**config.mk**
```make
export PLATFORM = sky130hd
export DESIGN_NAME = im_addr_arbiter
export DESIGN_NICKNAME = d
export VERILOG_FILES = /design/src/rtl/im_arb_pkg.sv /design/src/rtl/rr_arb_pick.sv /design/src/rtl/im_addr_arbiter.sv
export SDC_FILE = /design/constraint.sdc
export NUM_CORES = 1
export LEC_CHECK = 0
export ABC_AREA = 1
export CAP_MARGIN = 30
export CORE_MARGIN = 1
export CORE_UTILIZATION = 30
export CTS_CLUSTER_SIZE = 16
export DETAILED_ROUTE_END_ITERATION = 16
export PLACE_DENSITY_LB_ADDON = 0.05
export SLEW_MARGIN = 20
export SYNTH_ARGS = -nofsm -noshare
export SYNTH_HDL_FRONTEND = slang
export SYNTH_HIERARCHICAL = 1
export SYNTH_SLANG_ARGS = --single-unit
```
**constraint.sdc**
```tcl
create_clock -name clk_i -period 2.3 [get_ports clk_i]
set_clock_uncertainty 0.2 [all_clocks]
set_input_delay 0.345 -clock clk_i [delete_from_list [all_inputs] [get_ports clk_i]]
set_output_delay 0.345 -clock clk_i [all_outputs]
set_load 0.02 [all_outputs]
```
**src/rtl/im_arb_pkg.sv**
```systemverilog
// Shared types and helpers for the item-memory address arbiter.
package im_arb_pkg;

  // Widest requester ID the arbiter state can hold.
  localparam int unsigned MaxIdWidth = 8;

  // Width of a binary requester ID; never narrower than one bit.
  function automatic int unsigned id_width(input int unsigned num_req);
    return ($clog2(num_req) > 0) ? $clog2(num_req) : 1;
  endfunction

  // Round-robin pointer plus burst-lock ownership.
  typedef struct packed {
    logic [MaxIdWidth-1:0] ptr;
    logic                  lock_act;
    logic [MaxIdWidth-1:0] lock_id;
  } rr_state_t;

endpackage

```
**src/rtl/rr_arb_pick.sv**
```systemverilog
// Combinational round-robin pick: first valid at or above ptr (with wrap),
// or the lock owner unconditionally while a lock is active.
module rr_arb_pick #(
  parameter int unsigned NumReq  = 2,
  parameter int unsigned IdWidth = 1
) (
  input  logic [NumReq-1:0]  req_i,
  input  logic [IdWidth-1:0] ptr_i,
  input  logic               lock_act_i,
  input  logic [IdWidth-1:0] lock_id_i,
  output logic [NumReq-1:0]  grant_o,
  output logic [IdWidth-1:0] id_o
);

  localparam int unsigned SumWidth = IdWidth + 1;

  logic [NumReq-1:0]   rot;
  logic [IdWidth-1:0]  off;
  logic [SumWidth-1:0] sum;

  // Rotate requests so ptr sits at bit 0, take the lowest set bit, un-rotate.
  always_comb begin
    rot     = NumReq'({req_i, req_i} >> ptr_i);
    off     = '0;
    sum     = '0;
    id_o    = '0;
    grant_o = '0;
    if (lock_act_i) begin
      id_o    = lock_id_i;
      grant_o = NumReq'(1) << lock_id_i;
    end else if (|req_i) begin
      for (int i = NumReq - 1; i >= 0; i--) begin
        if (rot[i]) off = IdWidth'(i);
      end
      sum     = {1'b0, ptr_i} + {1'b0, off};
      id_o    = IdWidth'((sum >= SumWidth'(NumReq)) ? sum - SumWidth'(NumReq) : sum);
      grant_o = NumReq'(1) << id_o;
    end
  end

endmodule

```
**src/rtl/im_addr_arbiter.sv**
```systemverilog
// Round-robin arbiter sharing one item-memory read-address port between
// several address generators, with burst lock and a registered output stage.
module im_addr_arbiter
  import im_arb_pkg::*;
#(
  parameter int unsigned NumReq      = 2,
  parameter int unsigned NumTotIm    = 1024,
  parameter int unsigned ImAddrWidth = $clog2(NumTotIm),
  parameter int unsigned IdWidth     = id_width(NumReq)
) (
  input  logic                          clk_i,
  input  logic                          rst_ni,
  input  logic                          en_i,
  input  logic                          clr_i,
  input  logic [NumReq*ImAddrWidth-1:0] req_addr_i,
  input  logic [NumReq-1:0]             req_valid_i,
  input  logic [NumReq-1:0]             req_lock_i,
  output logic [NumReq-1:0]             req_ready_o,
  output logic [NumReq-1:0]             grant_o,
  output logic [ImAddrWidth-1:0]        im_addr_o,
  output logic [IdWidth-1:0]            im_id_o,
  output logic                          im_valid_o,
  input  logic                          im_ready_i
);

  rr_state_t st_q, st_d;

  logic [IdWidth-1:0]            ptr_q, lock_id_q, pick_ptr, pick_id;
  logic [NumReq-1:0]             pick_grant;
  logic                          lock_hold, lock_eff, lock_release;
  logic                          stage_free, accept, win_lock, flush;
  logic [NumReq*ImAddrWidth-1:0] addr_sh;
  logic [ImAddrWidth-1:0]        win_addr;
  logic                          unused_state_bits;

  function automatic logic [IdWidth-1:0] wrap_inc(input logic [IdWidth-1:0] x);
    if (32'(x) == NumReq - 1) return '0;
    return x + IdWidth'(1);
  endfunction

  assign ptr_q             = IdWidth'(st_q.ptr);
  assign lock_id_q         = IdWidth'(st_q.lock_id);
  assign unused_state_bits = ^{st_q.ptr, st_q.lock_id};

  // Owner dropping its lock releases immediately and scanning resumes after it.
  assign lock_hold    = |(req_lock_i & (NumReq'(1) << lock_id_q));
  assign lock_eff     = st_q.lock_act & lock_hold;
  assign lock_release = st_q.lock_act & ~lock_hold;
  assign pick_ptr     = lock_release ? wrap_inc(lock_id_q) : ptr_q;

  rr_arb_pick #(
    .NumReq (NumReq),
    .IdWidth(IdWidth)
  ) u_pick (
    .req_i     (req_valid_i),
    .ptr_i     (pick_ptr),
    .lock_act_i(lock_eff),
    .lock_id_i (lock_id_q),
    .grant_o   (pick_grant),
    .id_o      (pick_id)
  );

  assign flush       = ~en_i | clr_i;
  assign stage_free  = ~im_valid_o | im_ready_i;
  assign grant_o     = en_i ? pick_grant : '0;
  assign req_ready_o = (~flush & stage_free) ? grant_o : '0;
  assign accept      = |(req_valid_i & req_ready_o);
  assign win_lock    = |(req_lock_i & pick_grant);
  assign addr_sh     = req_addr_i >> (32'(pick_id) * ImAddrWidth);
  assign win_addr    = addr_sh[ImAddrWidth-1:0];

  // Pointer/lock state register.
  always_ff @(posedge clk_i or negedge rst_ni) begin
    if (!rst_ni) st_q <= '0;
    else         st_q <= st_d;
  end

  // Next pointer/lock: flush resets, accept rotates or locks, release advances.
  always_comb begin
    st_d = st_q;
    if (flush) begin
      st_d = '0;
    end else if (accept) begin
      if (win_lock) begin
        st_d.ptr      = MaxIdWidth'(pick_id);
        st_d.lock_act = 1'b1;
        st_d.lock_id  = MaxIdWidth'(pick_id);
      end else begin
        st_d.ptr      = MaxIdWidth'(wrap_inc(pick_id));
        st_d.lock_act = 1'b0;
        st_d.lock_id  = '0;
      end
    end else if (lock_release) begin
      st_d.ptr      = MaxIdWidth'(pick_ptr);
      st_d.lock_act = 1'b0;
      st_d.lock_id  = '0;
    end
  end

  // Output stage: load on accept, drop on drain or flush, hold while stalled.
  always_ff @(posedge clk_i or negedge rst_ni) begin
    if (!rst_ni) begin
      im_valid_o <= 1'b0;
      im_addr_o  <= '0;
      im_id_o    <= '0;
    end else if (flush) begin
      im_valid_o <= 1'b0;
    end else if (accept) begin
      im_valid_o <= 1'b1;
      im_addr_o  <= win_addr;
      im_id_o    <= pick_id;
    end else if (im_ready_i) begin
      im_valid_o <= 1'b0;
    end
  end

endmodule

```
==> Word-level counts from Yosys, hierarchy flattened <==
Cells that the tools add are included.
{ "totals": {"register_bits": 15, "inputBits": 29, "out_inout_bits": 16, "wordCells": 63} }
{ "classes": {"n_addsub": 4, "mul": 1, "n_lt_le_gt_ge": 1, "n_shift": 4, "muxes": 28, "n_bitwise": 12, "reduce_logical": 7} }
{ "ops": {"columns": ["op", "n"], "rows": [
  ["$mux 10", 4],
  ["$mux 1", 20],
  ["$shr 20x5->10", 1],
  ["$mux 2", 4],
  ["$reduce_or 2->1", 4],
  ["$and 2x2->2", 3],
  ["$reduce_bool 3->1", 2],
  ["$mul 1x3->4 const B", 1],
  ["$not 1->1", 4],
  ["$shl 1x1->2 const A", 2],
  ["$shr 4x1->2", 1],
  ["$and 1x1->1", 3],
  ["$add 1x1->1 const B", 2],
  ["$add 1x1->2", 1],
  ["$ge 2x2->1 const B", 1],
  ["$or 1x1->1", 2],
  ["$reduce_and 2->1", 1],
  ["$sub 1x1->1 const B", 1]
]} }

==> Depth between registers and ports, before layout <==
{ "depth": {"depth_word": 27, "mapped_depth": 14, "ltp_nobuf": 14} }

==> Hierarchy <==
The synthesis kept the hierarchy.
{ "by_module_without_submodules": {"columns": ["module", "instances", "cells_each", "area_each_um2", "seq_area_each_um2"], "rows": [
  ["im_addr_arbiter", 1, 103, 889.6, 375.4],
  ["rr_arb_pick", 1, 11, 50.0, 0.0]
]} }

==> Least setup slack after synthesis <==
Ideal clock, no wire load.
{ "synth_path": {"path_kind": "register to output", "from": "register st_q (netlist bit lock_id_q)", "to": "output req_ready_o[1]", "arrival_ps": 1613, "required_ps": 1755, "path_slack_ps": 142, "stages_incl_launch_ff": 11, "path_buffers": 1, "path_cell_list": "dfrtp_1 inv_1 nand2_1 nand3_1 nand2_1 nand2_1 nor2_1 o21ai_0 buf_4 nand2_1 nor2_1"} }
{ "synth_between": {"elab_chain_len": 19, "word_cells_on_any_way": 24, "cone_classes": "add/sub: 3; order compare: 1; shift: 3; mux: 12; bitwise: 4; reduce/logical: 1"} }
{ "synth_rtl": {"columns": ["item", "line", "rtl"], "rows": [
  ["from (decl)", "im_addr_arbiter.sv:26", "rr_state_t st_q, st_d;"],
  ["from (signal assigned)", "im_addr_arbiter.sv:75", "else st_q <= st_d;"],
  ["$shl 1x1->2", "im_addr_arbiter.sv:46", "assign lock_hold = |(req_lock_i & (NumReq'(1) << lock_id_q));"],
  ["$and 2x2->2", "im_addr_arbiter.sv:46", null],
  ["$reduce_or 2->1", "im_addr_arbiter.sv:46", null],
  ["$not 1->1", "im_addr_arbiter.sv:48", "assign lock_release = st_q.lock_act & ~lock_hold;"],
  ["$and 1x1->1", "im_addr_arbiter.sv:48", null],
  ["$mux 1 (*)", "im_addr_arbiter.sv:49", "assign pick_ptr = lock_release ? wrap_inc(lock_id_q) : ptr_q;"],
  ["net pick_ptr", "im_addr_arbiter.sv:28", "logic [IdWidth-1:0] ptr_q, lock_id_q, pick_ptr, pick_id;"],
  ["$shr 4x1->2", "rr_arb_pick.sv:23", "rot = NumReq'({req_i, req_i} >> ptr_i);"],
  ["[... 5 more ...]", null, null],
  ["$ge 2x2->1 or $sub 1x1->1 (tied branches)", "rr_arb_pick.sv:36", "id_o = IdWidth'((sum >= SumWidth'(NumReq)) ? sum - SumWidth'(NumReq) : sum);"],
  ["$mux 1 (*)", "rr_arb_pick.sv:36", null],
  ["$shl 1x1->2 (*)", "rr_arb_pick.sv:37", "grant_o = NumReq'(1) << id_o;"],
  ["$mux 2 (*)", "rr_arb_pick.sv:31", "end else if (|req_i) begin"],
  ["$mux 2 (*)", "rr_arb_pick.sv:28", "if (lock_act_i) begin"],
  ["net pick_grant[1]", "im_addr_arbiter.sv:29", "logic [NumReq-1:0] pick_grant;"],
  ["$mux 2 (*)", "im_addr_arbiter.sv:65", "assign grant_o = en_i ? pick_grant : '0;"],
  ["$mux 2 (*)", "im_addr_arbiter.sv:66", "assign req_ready_o = (~flush & stage_free) ? grant_o : '0;"],
  ["to (decl)", "im_addr_arbiter.sv:18", "output logic [NumReq-1:0] req_ready_o,"]
]} }
Mark *: on every way through the listed nets, which the timed path passes. The rest lies on a longest branch. The select of a mux whose other input is x is not followed.

==> Worst setup path in the final report <==
{ "layout_path": {"from": "register st_q (netlist bit lock_id_q)", "to": "output req_ready_o[1]"} }
{ "layout_between": {"elab_chain_len": 19, "word_cells_on_any_way": 24, "cone_classes": "add/sub: 3; order compare: 1; shift: 3; mux: 12; bitwise: 4; reduce/logical: 1"} }
{ "layout_rtl": {"columns": ["item", "line", "rtl"], "rows": [
  ["$shl 1x1->2", "im_addr_arbiter.sv:46", null],
  ["$and 2x2->2", "im_addr_arbiter.sv:46", null],
  ["$reduce_or 2->1", "im_addr_arbiter.sv:46", null],
  ["$not 1->1", "im_addr_arbiter.sv:48", null],
  ["$and 1x1->1", "im_addr_arbiter.sv:48", null],
  ["$mux 1 (*)", "im_addr_arbiter.sv:49", null],
  ["net pick_ptr", "im_addr_arbiter.sv:28", null],
  ["$shr 4x1->2", "rr_arb_pick.sv:23", null],
  ["[... 4 more ...]", null, null],
  ["$add 1x1->2 (*)", "rr_arb_pick.sv:35", "sum = {1'b0, ptr_i} + {1'b0, off};"],
  ["$ge 2x2->1 or $sub 1x1->1 (tied branches)", "rr_arb_pick.sv:36", null],
  ["$mux 1 (*)", "rr_arb_pick.sv:36", null],
  ["$shl 1x1->2 (*)", "rr_arb_pick.sv:37", null],
  ["$mux 2 (*)", "rr_arb_pick.sv:31", null],
  ["$mux 2 (*)", "rr_arb_pick.sv:28", null],
  ["$mux 2 (*)", "im_addr_arbiter.sv:65", null],
  ["$mux 2 (*)", "im_addr_arbiter.sv:66", null]
]} }
Marked as above.

==> impl_metrics.json <==
{
  "ys_seq_area_frac": 0.399,
  "regToRegStartpoint": "lock_id_q",
  "layout_common_cells": "45 x nand2_1, 38 x clkdlybuf4s50_1, 21 x buf_4",
  "cts.path.max_buffers": 2,
  "route.met3.wl_microns": 175,
  "cts_sinks": 15,
  "start_util": 0.329,
  "finalHoldViolations": 0,
  "tightest_slew_ns": 0.689,
  "hpwl_microns": 1680,
  "htree_num_levels": 1,
  "ir_drop_v": 0.000268,
  "die_h_microns": 58.0,
  "die_area_sq_mm": 0.00336,
  "slew_headroom": 0.539,
  "required_ns": 1.75,
  "drc_errors": 3,
  "layout.cells.non_filler": 209,
  "worstSetupStartpointType": "flop",
  "p_clk_frac": 0.176,
  "setup_slack_ns": 0.136,
  "end_kind": "output pin",
  "whs_path_depth": 2,
  "fin_area_sq_mm": 0.00158,
  "vias_per_cell": 4.47,
  "synth_seq_cells": 15,
  "grt_pass1_vias": 927,
  "antennaDiodeCount": 0,
  "cp.arrival_ns": 1.62,
  "avgSynthCellArea_sq_um": 8.24,
  "vias": 934,
  "grt_max_degree": 16,
  "fill_cells": 272,
  "max_cap_viol_count": 0,
  "synthTopCellsByArea": "dfrtp_1 40%, nand2_1 20%, mux2_2 12%",
  "met1Wirelength_microns": 964,
  "drtIter0Drc": 14,
  "gp_congestion": 0.820,
  "io_buffers": 44,
  "final_common_cell": "nand2_1",
  "fin_nets": 209,
  "cpMostUsedCell": "nand2_2",
  "synth.distinct_cells": 21,
  "io_pins": 45,
  "rows": 19,
  "switchingPower_uw": 275,
  "grt_pass1_wl_microns": 3980,
  "crit_chain": "inv_2 > nand2_2 > nand3_2 > nand2_2 > nand2_2 > nor2_2 > o21ai_2 > nand2_1 > nor2_1 > buf_4",
  "pwr-share-seq": 0.400,
  "die_w_microns": 58.0,
  "drive_gt1_frac": 0.331,
  "netlist_area_sq_um": 940,
  "core_area_sq_mm": 0.00285,
  "grt_util_all_layers": 0.152,
  "cts-root-buf": "clkbuf_4",
  "period_share": 0.941,
  "antenna_found_initial": 0,
  "dpl_cell_area_sq_mm": 0.00150,
  "place_ws_ns": -0.560,
  "p_int_uw": 573,
  "pwr_density_cell_mw_per_mm2": 535,
  "min_period_ns": 2.16,
  "final_antenna_net_count": 0,
  "slowest_stage": "dfrtp_1",
  "syn_inst": 114,
  "status": "finished with violations",
  "clock.fmax_ghz": 0.462,
  "wl_microns": 2240,
  "r2r_slack_ns": 0.20,
  "min_path_type": "reg -> reg",
  "ys_warn_count": 6,
  "first_pass_iters": 10,
  "path_buf_inv": 2,
  "multi_input_area_sq_um": 508,
  "regArea_sq_um": 375,
  "wl_per_cell_microns": 10.7,
  "power_switching_share": 0.324,
  "finalMaxSlewViolations": 0,
  "r2r_cells": 13,
  "comb_power_share": 0.424,
  "synth.top_cell.area_share": 0.399,
  "critical_path_class": "reg -> out",
  "rsz0062_at_grt": "no",
  "setup_viol": 0,
  "r2r_end": "ptr_q",
  "p_total_uw": 848,
  "hp-start": "im_id_o",
  "topRoutingLayerUsed": "met4",
  "grt_overflow": 0,
  "violations": "DRC",
  "path_max_fanout": 3,
  "synth_area_leader_cell": "dfrtp_1",
  "dr_wl_met2_microns": 1100,
  "syn-num-nets": 144,
  "syn_to_final_growth_pct": 68.6,
  "dp.cells": 200,
  "cts_hold_buf": 0,
  "cts_tree": "built",
  "cp_top_family": "simple AND/OR/NAND/NOR gates",
  "path_clk_slew_ns": 0.09,
  "cts_buffers": 3,
  "whs_endpoint": "im_id_o",
  "clk_latency_ns": 0.28,
  "slowest_delay_ns": 0.42,
  "leakage_nw": 0.798
}
cells by family (layout without fill, tap and decap cells):
| family | Yosys count | in the layout | share of synthesized area |
|---|---|---|---|
| buf+inv | 17 | 81 | 0.0919 |
| flops | 15 | 15 | 0.399 |
| mux | 10 | 10 | 0.120 |
| simple gates | 65 | 65 | 0.337 |
| compound gates | 6 | 6 | 0.0386 |
| fa+ha+maj | 1 | 1 | 0.0133 |
layout make-up:
class                      instances  area share
multi-input combinational         82       0.321
inverter                          13      0.0324
timing repair buffer              64       0.369
tap                               31      0.0245
sequential                        15       0.237
clock buffer                       4      0.0166
metal layers:
layer / vias up / global-route usage
met5: - / 0
li1: 483 / -
met1: 418 / 0.195
met3: 2 / 0.0558
met2: 31 / 0.248
met4: 0 / 0.0306
worst register-to-register path: cells and delay by family, from the launching register on:
family                     cells  cell delay, ns
and+or+nand+nor                7            0.55
AOI/OAI and AO/OA              3            0.48
DFF                            1            0.42
adders and majority gates      1            0.27
buffers and inverters          2            0.11
stage by stage:
step | setup TNS (ns) | util | hold slack, ns
after CTS | 0 | 0.532 | 0.279
final | 0 | 0.555 | 0.274
after global routing | 0 | 0.555 | 0.305
after detailed placement | -4.23 | 0.525 | 0.257
after global placement | -3.90 | 0.525 | 0.254
after floorplan | 0 | - | -0.151
registers in the layout, indices dropped and copies added, names as in the netlist:
signal      count
im_addr_o      10
im_id_o         1
im_valid_o      1
lock_id_q       1
ptr_q           1
st_q            1
worst max-delay path by stage:
stage | start | to | slack [ns] | cells past startpoint
final | lock_id_q | req_ready_o[1] | 0.14 | 10
after CTS | req_lock_i[0] | req_ready_o[0] | 0.003 | 9
after detailed placement | req_lock_i[1] | req_ready_o[0] | -0.56 | 9
after global routing | lock_id_q | req_ready_o[1] | 0.001 | 10
after global placement | req_lock_i[1] | req_ready_o[0] | -0.49 | 9
after floorplan | lock_id_q | req_ready_o[1] | 0.14 | 10
cell usage after synthesis (all sizes together):
| master | number |
|---|---|
| a21oi | 2 |
| nand3 | 5 |
| or2 | 1 |
| o21ai | 3 |
| nand2 | 53 |
| ha | 1 |
| a21boi | 1 |
| mux2 | 10 |
| nand4 | 2 |
| nor2 | 4 |
| buf | 4 |
| inv | 13 |
| dfrtp | 15 |
what timing repair did:
item	in CTS	in global routing
setup buffers	0	5
setup endpoints to repair	5	5
pin swaps	1	7
resized for setup	22	14
endpoints found under the hold margin	0	0
power groups by stage:
stage | clock [mW] | sequential, mW | combinational [mW]
6_report | 0.149 | 0.339 | 0.360
5_1_grt | 0.169 | 0.347 | 0.391
4_1_cts | 0.160 | 0.340 | 0.355
3_5_place_dp | 0 | 0.344 | 0.354
3_3_place_gp | 0 | 0.344 | 0.349
2_1_floorplan | 0 | 0.407 | 0.0996
(Power assumes the default switching activity.)
